$ cat src/rtl/cpu_pkg.sv
// Shared CPU definitions: reset/bubble constants and the fetch state encoding.
package cpu_pkg;

    localparam logic [31:0] RESET_ADDR_DEFAULT = 32'h0000_0000;
    localparam logic [31:0] NOP_INST_DEFAULT   = 32'h0000_0013;  // addi x0,x0,0

    typedef enum logic {
        FETCH_RUN    = 1'b0,
        FETCH_HALTED = 1'b1
    } fetch_state_e;

    function automatic logic [31:0] pc_plus4(input logic [31:0] pc);
        return pc + 32'd4;  // wraps modulo 2^32
    endfunction

endpackage

$ cat src/rtl/if_id_reg.sv
// Generic pipeline register between two stages: bubble beats load, otherwise hold.
module if_id_reg
    import cpu_pkg::*;
#(
    parameter logic [31:0] NOP_INST = NOP_INST_DEFAULT
) (
    input  logic        i_clk,
    input  logic        i_rst_n,
    input  logic        i_load,
    input  logic        i_bubble,
    input  logic        i_valid,
    input  logic [31:0] i_inst,
    input  logic [31:0] i_pc,
    input  logic [31:0] i_pc4,
    input  logic        i_misalign,
    output logic        o_valid,
    output logic [31:0] o_inst,
    output logic [31:0] o_pc,
    output logic [31:0] o_pc4,
    output logic        o_misalign
);

    logic        r_valid;
    logic [31:0] r_inst;
    logic [31:0] r_pc;
    logic [31:0] r_pc4;
    logic        r_misalign;

    // NOTE: state uses non-blocking assignments so every register samples pre-edge values.
    always_ff @(posedge i_clk) begin
        if (!i_rst_n) begin
            r_valid    <= 1'b0;
            r_inst     <= NOP_INST;
            r_pc       <= 32'd0;
            r_pc4      <= 32'd0;
            r_misalign <= 1'b0;
        end else if (i_bubble) begin
            // pc/pc4 are don't-care on a bubble; holding them saves enables
            r_valid    <= 1'b0;
            r_inst     <= NOP_INST;
            r_misalign <= 1'b0;
        end else if (i_load) begin
            r_valid    <= i_valid;
            r_inst     <= i_inst;
            r_pc       <= i_pc;
            r_pc4      <= i_pc4;
            r_misalign <= i_misalign;
        end
    end

    assign o_valid    = r_valid;
    assign o_inst     = r_inst;
    assign o_pc       = r_pc;
    assign o_pc4      = r_pc4;
    assign o_misalign = r_misalign;

endmodule

$ cat src/rtl/fetch_stage.sv
// Instruction fetch: owns the PC, handles redirect/halt/stall/flush, feeds IF/ID.
module fetch_stage
    import cpu_pkg::*;
#(
    parameter logic [31:0] RESET_ADDR = RESET_ADDR_DEFAULT,
    parameter logic [31:0] NOP_INST   = NOP_INST_DEFAULT
) (
    input  logic        i_clk,
    input  logic        i_rst_n,
    input  logic        i_stall,
    input  logic        i_flush,
    input  logic        i_redirect_valid,
    input  logic [31:0] i_redirect_pc,
    input  logic        i_halt,
    output logic [31:0] o_imem_raddr,
    input  logic [31:0] i_imem_rdata,
    output logic        o_if_id_valid,
    output logic [31:0] o_if_id_inst,
    output logic [31:0] o_if_id_pc,
    output logic [31:0] o_if_id_pc4,
    output logic        o_if_id_misalign,
    output logic        o_halted
);

    fetch_state_e r_state;
    logic [31:0]  r_pc;
    logic         r_halted;

    logic         w_run;
    logic         w_bubble;
    logic         w_load;
    logic         w_misalign;
    logic [31:0]  w_inst;
    logic [31:0]  w_pc4;

    assign w_pc4      = pc_plus4(r_pc);
    assign w_misalign = |r_pc[1:0];

    // NOTE: every always_comb output gets a default first so no latch is inferred.
    always_comb begin
        w_run    = 1'b0;
        w_bubble = 1'b0;
        w_load   = 1'b0;
        w_inst   = i_imem_rdata;
        w_run    = (r_state == FETCH_RUN);
        // a stall outranks flush, so a stalled flush leaves IF/ID untouched
        w_bubble = w_run && (i_redirect_valid || i_halt || (!i_stall && i_flush));
        w_load   = w_run && !i_redirect_valid && !i_halt && !i_stall && !i_flush;
        if (w_misalign) w_inst = NOP_INST;
    end

    always_ff @(posedge i_clk) begin
        if (!i_rst_n) begin
            r_pc     <= RESET_ADDR;
            r_state  <= FETCH_RUN;
            r_halted <= 1'b0;
        end else if (r_state == FETCH_RUN) begin
            if (i_redirect_valid) begin
                r_pc <= i_redirect_pc;
            end else if (i_halt) begin
                r_state  <= FETCH_HALTED;
                r_halted <= 1'b1;
            end else if (!i_stall) begin
                r_pc <= w_pc4;
            end
        end
    end

    if_id_reg #(
        .NOP_INST(NOP_INST)
    ) u_if_id (
        .i_clk      (i_clk),
        .i_rst_n    (i_rst_n),
        .i_load     (w_load),
        .i_bubble   (w_bubble),
        .i_valid    (1'b1),
        .i_inst     (w_inst),
        .i_pc       (r_pc),
        .i_pc4      (w_pc4),
        .i_misalign (w_misalign),
        .o_valid    (o_if_id_valid),
        .o_inst     (o_if_id_inst),
        .o_pc       (o_if_id_pc),
        .o_pc4      (o_if_id_pc4),
        .o_misalign (o_if_id_misalign)
    );

    assign o_imem_raddr = r_pc;
    assign o_halted     = r_halted;

endmodule

$ cat config.mk
export PLATFORM = sky130hd
export DESIGN_NAME = fetch_stage
export DESIGN_NICKNAME = d
export VERILOG_FILES = /design/src/rtl/cpu_pkg.sv /design/src/rtl/if_id_reg.sv /design/src/rtl/fetch_stage.sv
export SDC_FILE = /design/constraint.sdc
export NUM_CORES = 1
export LEC_CHECK = 0
export BUFFER_PORTS_ARGS = -buffer_cell sky130_fd_sc_hd__buf_2
export CELL_PAD_IN_SITES_DETAIL_PLACEMENT = 2
export CELL_PAD_IN_SITES_GLOBAL_PLACEMENT = 2
export CORE_ASPECT_RATIO = 2
export CORE_MARGIN = 1.5
export CORE_UTILIZATION = 25
export DETAILED_ROUTE_END_ITERATION = 8
export GPL_TIMING_DRIVEN = 0
export PLACE_DENSITY = 0.76
export SLEW_MARGIN = 15
export SYNTH_ARGS = -nofsm -noshare
export SYNTH_HDL_FRONTEND = slang
export SYNTH_SLANG_ARGS = --single-unit
$ cat constraint.sdc
create_clock -name i_clk -period 1.95 [get_ports i_clk]
set_input_delay 0.39 -clock i_clk [delete_from_list [all_inputs] [get_ports i_clk]]
set_output_delay 0.39 -clock i_clk [all_outputs]
set_load 0.005 [all_outputs]
==> flow_summary.ini <==
[status]
failed_checks = setup timing
status = complete, but fails checks

[grt]
gr-total-overflow = 0
grt_pass1_vias = 7249
grt_pass1_wl_mm = 42.3
grt_max_degree = 17
track_usage = 0.230
antenna_found_initial = 3

[yosys]
avgSynthCellArea_sq_um = 8.13
synth_seq_cells = 130
postSynthNetCount = 800
yosysSeqAreaShare = 0.439
netlist.area_leader.share = 0.439
synth_edf_count = 0
synth_area_leaders = dfxtp_1 (44%), nand2_1 (6.7%), a21oi_1 (6.5%)
yosysUniqueCellTypes = 62
ys.flop_type = dfxtp_1
synthCells = 729
synth_area_leader_cell = dfxtp_1
syn-cell-area_sq_um = 5930
yosysWarnings = 0
synth_async_sr_flop_share = 0

[detailed_routing]
dr_wl_met3_mm = 1.60
routed.top_layer = met5
drt-total-wl_mm = 29.6
ant_nets = 0
detail_route.drc_violations = 0
wl_met2_mm = 16.7
m1WireLength_mm = 9.61
drt-pass1-iter-count = 4
drtIter0Drc = 258
dr_total_vias = 6868
via_per_inst = 5.32
avgRoutedWirePerCell_um = 22.9

[placement]
placed_area_sq_um = 7290
gp_congestion = 0.892
hpwlAfterDp_mm = 21.3
dpl_worst_slack_ns = -0.772
place_inst = 1211
io_buffers = 199

[sta]
fmax_mhz = 491
fin_tns_setup_ns = -0.217
setup_ws_ns = -0.0852
tightest_slew_ns = 0.804
period_share = 1.04
setup_viol = 5
relSlewSlack = 0.464
fin_crit_ns = 2.04
finalHoldViolations = 0
grt_setup_unrepaired = yes
timing.hold.ws_ns = 0.179
drv_slew = 0
fin_skew_ns = 0.0108

[worst_setup_path]
cp-startpoint = o_imem_raddr[4]$_SDFFE_PN0P_
arrival_ns = 2.31
end_kind = flop
critPathMaxFanout = 5
cp.required_ns = 2.22
worstReg2RegStart = o_imem_raddr[4]$_SDFFE_PN0P_
worstSetupPathType = flop to flop
critPathLaunchType = flop

[layout]
fin_nets = 1069
syn_to_final_growth_pct = 43.9
drive_above_1_share = 0.377
final-instance-count-excl-fill = 1292
utilization = 0.367
stdcell_area_sq_um = 8530
n_fill_cell = 2678

[clocking]
numCtsBuffers = 17
clkTransAtPathRegs_ns = 0.06
cts_htree_levels = 4
cts.path.max_buffers = 2
ctsHoldBuffers = 0
clock-sinks = 130
clock_latency_ns = 0.44
cts_tree = yes
cts_root_buf = clkbuf_16

[floorplanning]
die_x_um = 112
rows = 79
start_util = 0.255
die-area_sq_um = 24700
io_pins = 201
core_area_sq_um = 23200
die_y_um = 221

[job]
maxCapViolations = 0

[power]
total_power_mw = 6.74
powerDensity_nw_per_um2 = 791
peakVddDrop_v = 0.000532
leakagePower_nw = 3.74

[min_path]
min_path_type = input pin to flop
min_from = i_imem_rdata[1]
## repair_timing
| action | CTS | global route |
|---|---|---|
| cloned | 0 | 0 |
| setup endpoints to repair | 103 | 88 |
| pin swaps | 13 | 26 |
| setup buffers | 26 | 29 |
| gates resized for setup | 54 | 32 |
## state kept, by name, summed over array words and instances, names as in the netlist
register and flops:
u_if_id.o_misalign 1, u_if_id.o_inst 32, o_imem_raddr 32, u_if_id.o_pc4 32, r_state 1, o_halted 1, u_if_id.o_valid 1, u_if_id.o_pc 30
## cells in the final DEF (no fill, tap or decap), types with 3 or more instances in the layout
master,netlist,final
clkbuf_16,0,17
or4_1,5,4
dfxtp_4,0,6
and3_1,10,8
buf_6,8,12
buf_8,0,3
o21ai_1,2,4
nor3_4,0,3
and2_1,5,5
a22oi_1,32,32
buf_2,12,211
a21oi_1,77,76
nand2b_1,9,9
o211ai_1,5,5
o22ai_1,6,6
xnor2_1,9,9
clkbuf_8,2,5
xor2_1,15,14
buf_4,9,58
nand3_1,28,24
dfxtp_1,130,109
mux2i_1,4,4
or3_1,5,5
nand3_4,0,3
clkbuf_2,1,13
o21ai_0,40,38
a31oi_1,10,9
inv_1,5,5
nor2_1,72,71
dfxtp_2,0,15
nor4_4,1,3
clkinv_2,0,4
a211oi_1,8,8
clkbuf_1,36,21
nand4_1,17,17
nor3_1,14,9
nand2_1,106,103
## layer usage
metal  GRT usage  vias up
li1            -     3106
met1       0.207     3446
met2       0.447      235
met3      0.0529       77
met4       0.157        4
met5           0        -
## critical path, cell delays in order (launching register included)
cell	delay, ns
dfxtp_4	0.37
buf_8	0.12
nand4_4	0.15
buf_4	0.18
nor3_2	0.43
a31oi_1	0.17
o21ai_0	0.31
a21oi_1	0.14
## cell usage after synthesis, types with 6 or more instances
cell,n
clkbuf_1,36
o22ai_1,6
a21oi_1,77
buf_4,9
buf_6,8
xor2_1,15
a211oi_1,8
o21ai_0,40
nand2_1,106
xnor2_1,9
nand2b_1,9
nand4_1,17
dfxtp_1,130
nand3_1,28
a22oi_1,32
and3_1,10
buf_2,12
a31oi_1,10
nor2_1,72
nor3_1,14
## cells by family (layout without fill, tap and decap cells)
logic type	count (synthesis)	in the layout	synth area share
compound gates	201	201	0.205
xor+xnor	24	24	0.0355
fa+ha+maj	1	1	0.00211
buf+inv	78	357	0.0762
flops	130	130	0.439
mux	4	4	0.00676
other cells	0	1	0
simple gates	291	291	0.236
## power breakdown
| group | leakage [nW] | total [mW] | switching [mW] | internal, mW |
|---|---|---|---|---|
| sequential | 1.06 | 2.85 | 0.105 | 2.74 |
| clock | 0.265 | 3.04 | 1.22 | 1.82 |
| combinational | 2.41 | 0.861 | 0.514 | 0.347 |
| total | 3.74 | 6.74 | 1.83 | 4.91 |
## final timing paths
path	to	slack, ns	cells past startpoint
worst max register to register	o_imem_raddr[16]$_SDFFE_PN0P_	-0.09	7
worst min register to register	u_if_id.o_pc[14]$_SDFFE_PN0P_	0.46	2
worst min-delay path	u_if_id.o_inst[1]$_SDFFE_PP1P_	0.18	3
worst max-delay path	o_imem_raddr[16]$_SDFFE_PN0P_	-0.09	7
## cell type report
class | instances | area (sq um) | share of cell area
diodes | 1 | 2.50 | 0.000293
plain buffers | 69 | 474 | 0.0556
clock buffers | 23 | 478 | 0.0560
clock inverters | 6 | 57.6 | 0.00675
inverters | 5 | 18.8 | 0.00220
multi-input cells | 521 | 3080 | 0.361
flip-flops and latches | 130 | 2640 | 0.310
well taps | 283 | 354 | 0.0415
repair buffers | 254 | 1430 | 0.167
Power figures use the tool's default switching activity.
